[src/rtl/line_scan_sequencer.sv]
// Line scan sequencer: steps a 3-bit decoder select with blanking and a programmable dwell,
// sampling a shared sense input per line. Optional macro SENSE_SYNC_EN adds a 2-flop sense synchronizer.
module line_scan_sequencer #(
   parameter int unsigned DWELL_W      = 8,
   parameter int unsigned BLANK_CYCLES = 2
) (
   input  logic               clk,
   input  logic               rst_n,
   input  logic               start,
   input  logic               stop,
   input  logic               continuous,
   input  logic [DWELL_W-1:0] dwell_cycles,
   input  logic               sense_in,
   output logic [2:0]         sel_out,
   output logic               sel_en,
   output logic [7:0]         hit_vec,
   output logic               frame_done,
   output logic               busy
);

   typedef enum logic [1:0] {IDLE, BLANK, DRIVE} state_t;

   localparam int unsigned BW = (BLANK_CYCLES > 1) ? $clog2(BLANK_CYCLES) : 1;
   localparam logic [BW-1:0] BLANK_LAST = BW'((BLANK_CYCLES > 0) ? BLANK_CYCLES - 1 : 0);

   state_t             state;
   logic [2:0]         line;
   logic [BW-1:0]      bcnt;
   logic [DWELL_W-1:0] dcnt;
   logic [6:0]         shadow;
   logic [DWELL_W-1:0] dwell_last;
   logic               sense_s;

   // A dwell of 0 behaves as 1, so the down-counter reload is clamped at zero.
   always_comb begin
      dwell_last = '0;
      if (dwell_cycles != '0)
         dwell_last = dwell_cycles - DWELL_W'(1);
   end

`ifdef SENSE_SYNC_EN
   logic [1:0] sync;

   always_ff @(posedge clk or negedge rst_n) begin
      if (!rst_n)
         sync <= '0;
      else
         sync <= {sync[0], sense_in};
   end

   assign sense_s = sync[1];
`else
   assign sense_s = sense_in;
`endif

   always_ff @(posedge clk or negedge rst_n) begin
      if (!rst_n) begin
         state      <= IDLE;
         line       <= '0;
         bcnt       <= '0;
         dcnt       <= '0;
         shadow     <= '0;
         sel_out    <= '0;
         sel_en     <= 1'b0;
         hit_vec    <= '0;
         frame_done <= 1'b0;
         busy       <= 1'b0;
      end else begin
         frame_done <= 1'b0;
         if (stop && state != IDLE) begin
            state   <= IDLE;
            line    <= '0;
            sel_out <= '0;
            sel_en  <= 1'b0;
            busy    <= 1'b0;
         end else begin
            case (state)
               IDLE: begin
                  if (start && !stop) begin
                     line    <= '0;
                     sel_out <= '0;
                     busy    <= 1'b1;
                     if (BLANK_CYCLES == 0) begin
                        state  <= DRIVE;
                        sel_en <= 1'b1;
                        dcnt   <= dwell_last;
                     end else begin
                        state  <= BLANK;
                        sel_en <= 1'b0;
                        bcnt   <= BLANK_LAST;
                     end
                  end
               end
               BLANK: begin
                  if (bcnt == '0) begin
                     state  <= DRIVE;
                     sel_en <= 1'b1;
                     dcnt   <= dwell_last;
                  end else begin
                     bcnt <= bcnt - BW'(1);
                  end
               end
               DRIVE: begin
                  if (dcnt == '0) begin
                     if (line != 3'd7) begin
                        shadow[line] <= sense_s;
                        line         <= line + 3'd1;
                        sel_out      <= line + 3'd1;
                     end else begin
                        // Bit 7 bypasses the shadow so the frame publishes in this same cycle.
                        hit_vec    <= {sense_s, shadow};
                        frame_done <= 1'b1;
                        line       <= '0;
                        sel_out    <= '0;
                     end
                     if (line == 3'd7 && !continuous) begin
                        state  <= IDLE;
                        sel_en <= 1'b0;
                        busy   <= 1'b0;
                     end else if (BLANK_CYCLES == 0) begin
                        state  <= DRIVE;
                        sel_en <= 1'b1;
                        dcnt   <= dwell_last;
                     end else begin
                        state  <= BLANK;
                        sel_en <= 1'b0;
                        bcnt   <= BLANK_LAST;
                     end
                  end else begin
                     dcnt <= dcnt - DWELL_W'(1);
                  end
               end
               default: state <= IDLE;
            endcase
         end
      end
   end

endmodule

[config.mk]
export PLATFORM = sky130hd
export DESIGN_NAME = line_scan_sequencer
export DESIGN_NICKNAME = d
export VERILOG_FILES = /design/src/rtl/line_scan_sequencer.sv
export SDC_FILE = /design/constraint.sdc
export NUM_CORES = 1
export LEC_CHECK = 0
export CAP_MARGIN = 20
export CORE_MARGIN = 2
export CORE_UTILIZATION = 43
export DETAILED_ROUTE_END_ITERATION = 7
export PLACE_DENSITY_LB_ADDON = 0.05
export SYNTH_ARGS = -nofsm -noshare
export SYNTH_HDL_FRONTEND = slang
export SYNTH_SLANG_ARGS = --single-unit
[constraint.sdc]
create_clock -name clk -period 3.6 [get_ports clk]
set_clock_uncertainty 0.2 [all_clocks]
set_input_delay 0.72 -clock clk [delete_from_list [all_inputs] [get_ports clk]]
set_output_delay 0.72 -clock clk [all_outputs]
set_load 0.005 [all_outputs]
Word-level counts from Yosys, hierarchy flattened
Cells that the tools add are included.
{"block": "classes", "n_addsub": 4, "n_lt_le_gt_ge": 2, "n_eq_ne": 13, "n_mux": 36, "bitwise_logic": 2, "reduce_logical": 22}
{"operator": "$mux 8", "count": 3}
{"operator": "$reduce_and 4->1", "count": 5}
{"operator": "$mux 1", "count": 17}
{"operator": "$pmux 8 s2", "count": 1}
{"operator": "$sub 8x1->8 const B", "count": 2}
{"operator": "$ne 3x3->1 const B", "count": 5}
{"operator": "$mux 3", "count": 4}
{"operator": "$ne 2x2->1 const B", "count": 5}
{"operator": "$logic_not 8->1", "count": 1}
{"operator": "$mux 2", "count": 4}
{"operator": "$reduce_bool 8->1", "count": 1}
{"operator": "$bwmux 7", "count": 1}
{"operator": "$pmux 1 s3", "count": 2}
{"operator": "$pmux 2 s3", "count": 1}
{"operator": "$pmux 3 s2", "count": 1}
{"operator": "$reduce_and 3->1", "count": 2}
{"operator": "$reduce_bool 3->1", "count": 2}
{"operator": "$reduce_and 5->1", "count": 1}
{"operator": "$logic_and 1x1->1", "count": 4}
{"operator": "$lt 3x4->1 const B", "count": 1}
{"operator": "$reduce_bool 2->1", "count": 2}
{"operator": "$reduce_bool 4->1", "count": 1}
{"operator": "$add 3x1->3 const B", "count": 1}
{"operator": "$demux 1 s3", "count": 1}
{"operator": "9 further kinds", "count": 11}
{"block": "word_totals", "register_bits": 32, "inputBits": 14, "output_inout_bits": 14, "word_cells": 88}

Depth between registers and ports, before layout
Gate-level depths: netlist (run 1).
{"block": "logic_depth", "word_depth": 6, "mapped_depth": 8, "depth_no_buf": 7}

Worst setup path before layout (run 1)
No wires, ideal clock.
{"block": "synth_timing", "path_kind": "register to register", "startpoint": "reg dcnt[0]", "endpoint": "reg shadow[6]", "setup_ns": 0.127, "t_arrival_ns": 2.214, "required_ns": 3.273, "slack_ns": 1.058, "stages_incl_launch_ff": 8, "n_path_buf": 0, "synth_period_minus_slack_ns": 2.542, "path_cell_list": "dfrtp_1 -> inv_1 -> ha_1 -> or4b_4 -> or4_4 -> nor3b_4 -> nand3_1 -> mux2_1"}
{"block": "synth_via", "elab_chain_len": 2}
{"element": "start, declared", "line_no": "29", "source": "logic [DWELL_W-1:0] dcnt;"}
{"element": "start signal, assigned", "line_no": "86", "source": "dcnt <= dwell_last;"}
{"element": "start signal, assigned", "line_no": "98", "source": "dcnt <= dwell_last;"}
{"element": "start signal, assigned", "line_no": "123", "source": "dcnt <= dwell_last;"}
{"element": "$logic_not 8->1", "line_no": "104", "source": "if (dcnt == '0) begin"}
{"element": "$reduce_and 4->1 (no source line)"}
{"element": "end signal, assigned by index", "line_no": "106", "source": "shadow[line] <= sense_s;"}
{"element": "end, declared", "line_no": "30", "source": "logic [6:0] shadow;"}
Every way passes these cells.
A chain may end at the register's enable or synchronous reset.

Worst setup path in the final report (run 1)
Same ends and word-level chain as after synthesis.

==> results of run 1 <==
logic make-up after synthesis:
group,after synthesis,share of synthesized area [%]
xor+xnor,2,0.997
compound gates,43,15.9
fa+ha+maj,5,3.56
flops,32,45.6
simple gates,57,18.3
buf+inv,18,4.27
mux,18,11.4
state kept, by name, indices dropped and copies added (netlist names):
signal	count
state	2
sel_en	1
bcnt	1
frame_done	1
shadow	7
hit_vec	8
line	3
dcnt	8
busy	1
how the worst max path moves through the flow:
stage	startpoint	endpoint	slack [ns]	cells after the start
3_5_place_dp	dwell_cycles[0]	dcnt[7]	0.66	6
6_report	dcnt[0]	shadow[6]	0.83	7
4_1_cts	dcnt[0]	shadow[6]	0.82	7
5_1_grt	dcnt[0]	hit_vec[1]	0.67	6
2_1_floorplan	dcnt[0]	shadow[6]	1.06	7
3_3_place_gp	dwell_cycles[0]	dcnt[7]	0.71	6
placed cells by master, fill, tap and decap left out, types with 2 or more instances in the layout:
cell / n
sky130_fd_sc_hd__ha_1: 5
sky130_fd_sc_hd__nand2_1: 10
sky130_fd_sc_hd__nand2b_1: 2
sky130_fd_sc_hd__o21ai_0: 12
sky130_fd_sc_hd__dfrtp_1: 32
sky130_fd_sc_hd__clkbuf_8: 5
sky130_fd_sc_hd__nor2b_1: 2
sky130_fd_sc_hd__inv_1: 12
sky130_fd_sc_hd__nor4_1: 2
sky130_fd_sc_hd__o211ai_1: 2
sky130_fd_sc_hd__o22ai_1: 3
sky130_fd_sc_hd__clkdlybuf4s50_1: 27
sky130_fd_sc_hd__a22o_1: 4
sky130_fd_sc_hd__a21oi_1: 8
sky130_fd_sc_hd__nor3_1: 8
sky130_fd_sc_hd__o21ai_1: 2
sky130_fd_sc_hd__mux2_2: 11
sky130_fd_sc_hd__mux2i_1: 2
sky130_fd_sc_hd__nand3_1: 10
sky130_fd_sc_hd__or3_1: 3
sky130_fd_sc_hd__nor2_1: 11
sky130_fd_sc_hd__mux2_1: 5
sky130_fd_sc_hd__o31ai_1: 2
worst max-delay path, cell delays in order, from the launching register on:
cell,delay (ns)
sky130_fd_sc_hd__dfrtp_1,0.45
sky130_fd_sc_hd__inv_1,0.08
sky130_fd_sc_hd__ha_1,0.18
sky130_fd_sc_hd__or4b_4,0.51
sky130_fd_sc_hd__or4_4,0.48
sky130_fd_sc_hd__nor3b_4,0.29
sky130_fd_sc_hd__nand3_1,0.12
sky130_fd_sc_hd__mux2_1,0.33
where the power goes:
group / switching [W] / total, W / internal [W]
clock: 0.000130 / 0.000335 / 0.000205
sequential: 0.0000714 / 0.000485 / 0.000414
combinational: 0.000117 / 0.000233 / 0.000116
total: 0.000319 / 0.00105 / 0.000735
final cells by class:
type,instances,area (sq um),area share [%]
Clock buffer,6,72.6,3.34
Clock inverter,2,35.0,1.61
Inverter,12,45.0,2.07
Multi-Input combinational cell,125,881,40.5
Sequential cell,32,801,36.8
Tap cell,50,62.6,2.88
Timing Repair Buffer,28,278,12.8
through the flow:
step           instance area, sq um  instances
3_3_place_gp                   2070        247
5_1_grt                        2170        255
6_report                       2170        255
4_1_cts                        2170        255
3_5_place_dp                   2070        247
2_1_floorplan                  1760        175
metal layers:
metal	vias to the layer above	GRT usage [%]
met1	705	24.0
met5	-	0
li1	699	-
met3	7	5.43
met4	0	6.00
met2	33	29.2
==> metrics list, run 1 <==
* Clock root buffer: sky130_fd_sc_hd__clkbuf_8
- Post-route DRC: 0
* RSZ-0062 raised after global routing: false
* Max-slew violations: 0
- Count of routing violations after the opening detailed-route iteration: 101
* Critical path class: flop to flop
* Max Cap Viol: 0
- Startpoint of the worst register-to-register path: dcnt[0]
* Critical path required time: 3.56 ns
- Clock tree from TritonCTS: done
- The detailed router placed 1444 vias in this run.
- Global Route Usage Sum: 18.3%
* Number of vias per cell after detailed routing: 5.66
- Accumulated negative setup slack: 0 ns
- Cells taking the most area after synthesis: sky130_fd_sc_hd__dfrtp_1 (46%), sky130_fd_sc_hd__mux2_2 (7.1%), sky130_fd_sc_hd__ha_1 (3.6%)
- The worst setup path is captured at a flop.
- Total of cells resized after clock tree synthesis: 0
- Measured in cells, the most critical reg-to-reg path has a length of 7.
- Clk buf depth: 2
- Layout Area Growth over Synthesis: 23.8%
- By count the netlist is led by sky130_fd_sc_hd__dfrtp_1 (32), sky130_fd_sc_hd__inv_1 (12), sky130_fd_sc_hd__o21ai_0 (12).
- The first TritonRoute pass finished after 4 iterations.
- Total Nets Final: 223
* Clock Sink Count: 32
- Number of clock buffers inserted by TritonCTS: 5
* Maximum number of pins on one net before global-route repair: 33
- Layout cells sized above 1: 11.7%
- Element type at the critical path start: flop
* Horiz. Die Dim: 67.9 um
* Destination of the worst register-to-register timing path: shadow[6]
* Starting Density: 44.2%
* Sequential cell area fraction in the yosys report: 45.6%
* P_leak: 0.958 nW
- Reg clk slew, reported paths: 0.07 ns
- Number of synthesized register bits: 32
- After synthesis, the mean cell area works out to 10.0 sq um.
* Buffers inserted by post-CTS timing repair: 0
* Worst-Skew Late Latency: 0.28 ns
* Worst path arrival time: 2.73 ns
- The synthesized design spends more area on one cell type than any other, namely sky130_fd_sc_hd__dfrtp_1.
* Area share of the largest cell type after synthesis: 45.6%
* I/O pin total: 28
- The total overflow left after global routing is 0.
- Cells fill 54.8% of the core in the end.
* Total count of hold-check failures in the final report: 0
* Number of nets produced by synthesis: 194
- Dividing total power by cell area gives a power density of 485 nW/um^2.
- After synthesis the cells add up to 1760 sq um.
* IR Drop Worst-Case VDD: 0.000303 V
* Routed len/inst: 14.7 um
* WL met1: 1.81 mm
* Total die area: 4610 sq um
- Hold-critical path endpoint: shadow[2]
- Pre-CTS worst setup slack: 0.657 ns
* EDFF count, synth: 0
- The clock tree synthesis step divided the H-tree into 2 levels.
* Post-route setup slack: 0.825 ns
- Total power after layout: 0.00105 W
- Post-layout minimum cycle time: 2.77 ns
* Detail Placement HPWL: 2.67 mm
- By instance count, the leading cell after synthesis is sky130_fd_sc_hd__dfrtp_1.
- For the pin with the worst max-slew slack, the measured transition is 0.600 ns.
* Max Freq: 360 MHz
* Setup Viol. Count Final: 0
- Port-buffer cells: 27
* Vias in the first global route: 1359
- Height of the die: 67.9 um
* Gate count of the mapped netlist: 175
* Remaining number of nets flagged by the antenna check after routing: 0
- The tightest hold path in the finished design has a slack of 0.291 ns.
- Fill cells in the final layout number 360.
- Site row count: 23
- The highest metal layer carrying signal wires in the routed design is met4.
- Detailed routing placed a total of 152 um of wire on met3.
- The number of antenna diodes in the final layout is 0.
* Number of warnings printed during yosys synthesis: 0
- In the finished design, the share of the clock period the worst path needs comes to 77.1%.
- Worst hold start: shadow[2]
* Setup slack on the worst flop-to-flop path: 0.83 ns
* Synth async-reset ratio: 100%
- Buffers inserted to repair hold after CTS numbered 0.
- In this run the worst path has a maximum fanout of 6.
* Worst Hold Path Cells: 1
* Count of unique library cells instantiated by Yosys: 44
* Predominant post-synthesis flop cell: sky130_fd_sc_hd__dfrtp_1
- Wires add up to 3.75 mm.
- The first global-routing pass estimated 6.29 mm of wire.
- Floorplan Core Area: 3970 sq um
- Class of the tightest hold or removal check: flop to flop
- Outcome: completed
- Headroom to the max-slew limit came out at 59.7%.
- Met2 routed WL: 1.74 mm
* GP Congestion: 0.932
- The initial antenna violation count came to 0.
Note: power is estimated with default switching activity, not from simulation.
==> run 2, diff against run 1 <==
==> constraint.sdc (replaced) <==
create_clock -name clk -period 2.9 [get_ports clk]
set_clock_uncertainty 0.2 [all_clocks]
set_input_delay 0.58 -clock clk [delete_from_list [all_inputs] [get_ports clk]]
set_output_delay 0.58 -clock clk [all_outputs]
set_load 0.005 [all_outputs]
==> metrics list, run 2 (same netlist as run 1, synthesis figures left out) <==
* Most common cell after layout, fill and taps aside: sky130_fd_sc_hd__dfrtp_1
* I/O pin total: 28
* Top library cells by usage in the layout, fill and taps aside: sky130_fd_sc_hd__dfrtp_1 (32), sky130_fd_sc_hd__clkdlybuf4s50_1 (27), sky130_fd_sc_hd__inv_1 (12), sky130_fd_sc_hd__o21ai_0 (12)
- Clock root buffer: sky130_fd_sc_hd__clkbuf_8
* TritonRoute pass-1 iters: 4
* Accumulated negative setup slack: 0 ns
- Remaining number of nets flagged by the antenna check after routing: 0
- Detail Placement HPWL: 2.78 mm
- Port-buffer cells: 27
* Part of the power in combinational logic: 22.8%
- Clock tree from TritonCTS: done
- Cells fill 56.1% of the core in the end.
- Hold-fix buffers at CTS: 0
- The routed design uses 1.79 mm of met2 wire.
- Critical path class: flop to flop
* Worst path top cell family by delay: simple AND/OR/NAND/NOR gates
- For this block, the via count after detailed routing is 1455.
- In this run the vertical extent of the chip is 67.9 um.
- Once the clock tree was built, the resizer swapped 0 gates to a different size.
* Max Cap Viol: 0
- The clock drives 32 sinks.
- Internal Dissipation: 0.000919 W
- Net switching is 30.7% of the power.
- Least-Margin Pin Slew: 0.574 ns
- At the worst endpoint, the arrival time is 2.65 ns.
- The count of cells in the finished layout, fillers not included, comes to 262.
- Buffer and inverter count on the worst path: 1
- Worst-Skew Late Latency: 0.29 ns
- In this run, placement finished with an instance count of 254.
* RSZ-0062 raised after global routing: false
- For this block, the initial DRC count from the detailed router was 100.
- Critical path fanouts, max: 5
- Total Nets Final: 230
- Of the cells placed in the final design, the portion with a size suffix greater than 1 is 14.6%.
- Across every metal layer, demand over resource in global routing totals 19.4%.
- In this run the number of H-tree levels came out at 2.
- Element type at the critical path start: flop
- Final period util: 92.5%
- Number of vias per cell after detailed routing: 5.55
- The initial antenna violation count came to 0.
- Entering global routing, the biggest net connects 33 pins.
- In this run the tightest slew margin relative to its limit is 61.5%.
- Post-layout minimum cycle time: 2.68 ns
* Number of clock buffers inserted by TritonCTS: 5
- Dividing the detail-routed wire length by the instance count gives 14.5 um.
- The analysis attributes to cell leakage a power of 0.992 nW.
* Worst stage delay on the critical path: 0.51 ns
* Part of the power in the clock network: 31.9%
- Length of routed met3 wiring: 147 um
- Uppermost layer routed: met4
- In this run the core area contains 23 standard-cell rows.
- Clk buf depth: 2
- After clock tree synthesis, the clock-pin slew on the worst setup and hold paths is 0.07 ns.
- Top Registers: dcnt (8), hit_vec (8), shadow (7)
- Floorplan Core Area: 3970 sq um
- Critical path required time: 2.87 ns
* Vias in the first global route: 1392
- Walking the worst path, the cells encountered are inv_1 > ha_1 > or4b_4 > or4_4 > nor3b_4 > nand3_1 > mux2_1.
- The count of final max-slew check failures came to 0.
- The first global-routing pass estimated 6.51 mm of wire.
- Outcome: completed
- Post-route DRC: 0
- GP Congestion: 0.912
- Relative to the synthesized area, the layout overhead comes to 26.8%.
- From left edge to right edge, the die measures 67.9 um.
- Slowest CP cell: sky130_fd_sc_hd__or4b_4
- The worst setup path is captured at a flop.
- P per Cell Area: 596 nW/um^2
- IR Drop Worst-Case VDD: 0.000406 V
* Wirelength, routed: 3.81 mm
* Total die area: 4610 sq um
- Setup Viol. Count Final: 0
* Sequential power share: 45.3%
- Switching power: 0.000408 W
- Max Freq: 373 MHz
- Buffers added to address setup during post-CTS repair amount to 0.
- WL met1: 1.81 mm
- For this configuration, the core starts out at a cell density of 44.2%.
- N_diodes: 0
- Global routing finished with a remaining overflow of 0.
- Class of the tightest hold or removal check: flop to flop
- Total count of hold-check failures in the final report: 0
[run 2: changes by cell type in the layout (fill, tap and decap cells not counted)]
| cell | delta |
|---|---|
| sky130_fd_sc_hd__buf_4 | +7 |
[run 2: per-stage QoR]
stage	area [sq um]	hold WS (ns)	worst slack, ns	total power (W)
3_5_place_dp	2120	0.286	0.0879	0.000909
6_report	2230	0.296	0.217	0.00133
5_1_grt	2230	0.323	0.106	0.00142
2_1_floorplan	1760	0.0844	0.358	0.000795
3_3_place_gp	2120	0.266	0.174	0.000899
4_1_cts	2230	0.303	0.213	0.00134
[run 2: final timing paths]
| check | start | to | slack, ns | depth (start not counted) |
|---|---|---|---|---|
| max | dcnt[0] | shadow[6] | 0.22 | 7 |
| min | shadow[0] | shadow[0] | 0.30 | 1 |
| max reg2reg | dcnt[0] | shadow[6] | 0.22 | 7 |
| min reg2reg | shadow[0] | shadow[0] | 0.30 | 1 |
| max in group asynchronous | rst_n | dcnt[5] | 1.71 | 2 |
| min in group asynchronous | rst_n | shadow[5] | 0.50 | 2 |
[run 2: metal layers]
| metal | vias up | track usage (%) |
|---|---|---|
| met3 | 7 | 5.92 |
| met5 | - | 0 |
| met2 | 22 | 30.0 |
| li1 | 714 | - |
| met1 | 712 | 25.1 |
| met4 | 0 | 8.00 |
[run 2: area by class of cell]
type,count,area [sq um]
well taps,50,62.6
clock inverters,2,35.0
inverters,12,45.0
multi-input cells,125,881
repair buffers,35,330
flip-flops and latches,32,801
fillers,358,1740
clock buffers,6,72.6
[run 2: power groups by stage]
| stage | Combinational, W | Sequential (W) | Clock [W] |
|---|---|---|---|
| global placement | 0.000295 | 0.000603 | 0 |
| floorplan | 0.000212 | 0.000583 | 0 |
| detailed placement | 0.000302 | 0.000607 | 0 |
| CTS | 0.000304 | 0.000600 | 0.000437 |
| finish | 0.000302 | 0.000601 | 0.000424 |
| global route | 0.000344 | 0.000613 | 0.000466 |
[run 2: worst register-to-register path: stages (launching register included)]
cell	delay [ns]
sky130_fd_sc_hd__dfrtp_1	0.39
sky130_fd_sc_hd__inv_1	0.08
sky130_fd_sc_hd__ha_1	0.18
sky130_fd_sc_hd__or4b_4	0.51
sky130_fd_sc_hd__or4_4	0.48
sky130_fd_sc_hd__nor3b_4	0.28
sky130_fd_sc_hd__nand3_1	0.12
sky130_fd_sc_hd__mux2_1	0.33
==> run 3, diff against run 2 <==
--- a/config.mk
+++ b/config.mk
@@ -6,6 +6,7 @@
 export NUM_CORES = 1
 export LEC_CHECK = 0
 export CAP_MARGIN = 20
+export CORE_ASPECT_RATIO = 0.9
 export CORE_MARGIN = 2
 export CORE_UTILIZATION = 43
 export DETAILED_ROUTE_END_ITERATION = 7
==> metrics list, run 3 (same netlist as run 1, synthesis figures left out) <==
- Outcome: completed
- In the final layout, the registers with the most flip-flops are dcnt (8), hit_vec (8), shadow (7).
- After detailed routing, the average wire length per cell comes to 15.5 um.
- Setup slack closes at 0.186 ns.
* Horiz. Die Dim: 71.4 um
- TritonCTS built the clock tree.
- Most common cell after layout, fill and taps aside: sky130_fd_sc_hd__dfrtp_1
- Clk buf depth: 2
- The post-route netlist has 14.7% of its cells at a drive strength greater than 1.
- Total power after layout: 0.00134 W
* Fillers: 358
- The worst hold path terminates at shadow[6].
- The congestion estimate from routability-driven global placement came to 0.789.
* DP Cell Count: 251
- In this run the power density over the cells is 604 nW/um^2.
- Buffers inserted by post-CTS timing repair: 0
* Class of the tightest hold or removal check: flop to flop
- Layout Area Growth over Synthesis: 26.4%
- Area of the multi-input gates: 881 sq um
- Startpoint of the worst register-to-register path: dcnt[0]
- Critical path launch point: dcnt[0]
* Setup slack on the worst flop-to-flop path: 0.19 ns
* I/O pin total: 28
- Total of cells resized after clock tree synthesis: 0
- Global routing finished with a remaining overflow of 0.
* Wire length of the first global-routing pass: 6.89 mm
* Top library cells by usage in the layout, fill and taps aside: sky130_fd_sc_hd__dfrtp_1 (32), sky130_fd_sc_hd__clkdlybuf4s50_1 (27), sky130_fd_sc_hd__inv_1 (12), sky130_fd_sc_hd__o21ai_0 (12)
- In this run the tool buffered the top-level ports with 27 buffer cells.
- Number of clock buffers inserted by TritonCTS: 5
- In this run the most critical hold path is launched from shadow[6].
- Total Nets Final: 229
* N_diodes: 0
- IR analysis of the VDD net gives a maximum drop of 0.000313 V.
- STA classifies the critical path endpoint as a flop.
- The count of final max-slew check failures came to 0.
* Depth of the most critical reg-to-reg path: 7
- Setup repair after global routing left no endpoint under its margin.
* Critical path class: flop to flop
* Global Route Usage Sum: 19.5%
* Number of antenna violations at the first check in global routing: 0
- Critical path fanouts, max: 5
- At the placement stage, the worst setup path has a slack of 0.0855 ns.
- Reg clk slew, reported paths: 0.07 ns
* Clock Sink Count: 32
- The final hold violation count is 0.
* Destination of the worst register-to-register timing path: shadow[4]
- Registers take 801 sq um.
- STA classifies the critical path startpoint as a flop.
* Max Cap Viol: 0
- Maximum number of pins on one net before global-route repair: 33
* Total die area: 4610 sq um
- Wirelength, routed: 4.02 mm
- In this run the number of H-tree levels came out at 2.
- Of the available clock period, the critical path in the final layout requires 93.6%.
- Finished Layout Cells: 259
* Vias in the first global route: 1422
- Setup violations remaining at the end of the flow were counted as 0.
* Accumulated negative setup slack: 0 ns
- At the pin with the least slew margin, the transition time is 0.597 ns.
* Site row count: 22
* Clock root buffer: sky130_fd_sc_hd__clkbuf_8
- The worst pin sits at a relative slew slack of 60.1%.
- After clock tree synthesis, the flow added hold-fix buffers numbering 0.
- The core region is 3990 sq um.
- Detail Placement HPWL: 2.80 mm
* Worst path arrival time: 2.69 ns
* Worst-Skew Late Latency: 0.29 ns
- Count of routing violations after the opening detailed-route iteration: 84
- Once detail routing completed, the nets flagged for antenna violations numbered 0.
* Post-layout minimum cycle time: 2.71 ns
* Max Freq: 369 MHz
- Height of the die: 64.6 um
- The routed layout has 1440 vias.
- P_leak: 0.987 nW
* Utilization of the core after routing: 55.6%
- For this run, design rule violations remaining after detail routing come to 0.
* Starting Density: 44.0%
- Number of vias per cell after detailed routing: 5.56
- Critical path required time: 2.87 ns
- The first TritonRoute pass finished after 4 iterations.
- Worst Hold Path Cells: 1
run 3: how the worst max path moves through the flow:
| stage | end | slack, ns | depth (start not counted) |
|---|---|---|---|
| floorplan | shadow[6] | 0.36 | 7 |
| global placement | dcnt[7] | 0.15 | 6 |
| detailed placement | dcnt[7] | 0.09 | 6 |
| CTS | shadow[6] | 0.17 | 7 |
| global route | shadow[4] | 0.08 | 7 |
| finish | shadow[4] | 0.19 | 7 |
run 3: worst max-delay path, stage by stage (launching register included):
cell and delay (ns):
sky130_fd_sc_hd__dfrtp_1 0.38, sky130_fd_sc_hd__inv_1 0.08, sky130_fd_sc_hd__ha_1 0.19, sky130_fd_sc_hd__or4b_4 0.52, sky130_fd_sc_hd__or4_4 0.49, sky130_fd_sc_hd__nor3b_4 0.29, sky130_fd_sc_hd__nand3b_1 0.12, sky130_fd_sc_hd__mux2_1 0.32
run 3: report_power, final:
group	internal (W)	switching (W)	total [W]	leakage, nW
sequential	0.000513	0.0000893	0.000603	0.426
combinational	0.000152	0.000153	0.000305	0.506
clock	0.000254	0.000180	0.000435	0.0541
total	0.000920	0.000423	0.00134	0.986
run 3: per-layer routing:
layer  vias to the layer above  wire length [um]  global-route usage, %
li1                        710                 -                      -
met1                       680              1840                   25.2
met2                        41              1910                   30.4
met3                         9               191                   4.51
met4                         0                83                   9.91
met5                         -                 0                      0
run 3: stage by stage:
step                instance area (sq um)  hold WS, ns
finish                               2220        0.297
global route                         2220        0.315
CTS                                  2220        0.299
detailed placement                   2110        0.283
global placement                     2110        0.272
floorplan                            1760       0.0844
run 3: cell type report:
cell class	count	share of cell area [%]
Inverter	12	2.03
Tap cell	48	2.70
Multi-Input combinational cell	125	39.7
Sequential cell	32	36.1
Timing Repair Buffer	34	14.5
Clock buffer	5	3.10
Clock inverter	3	1.92
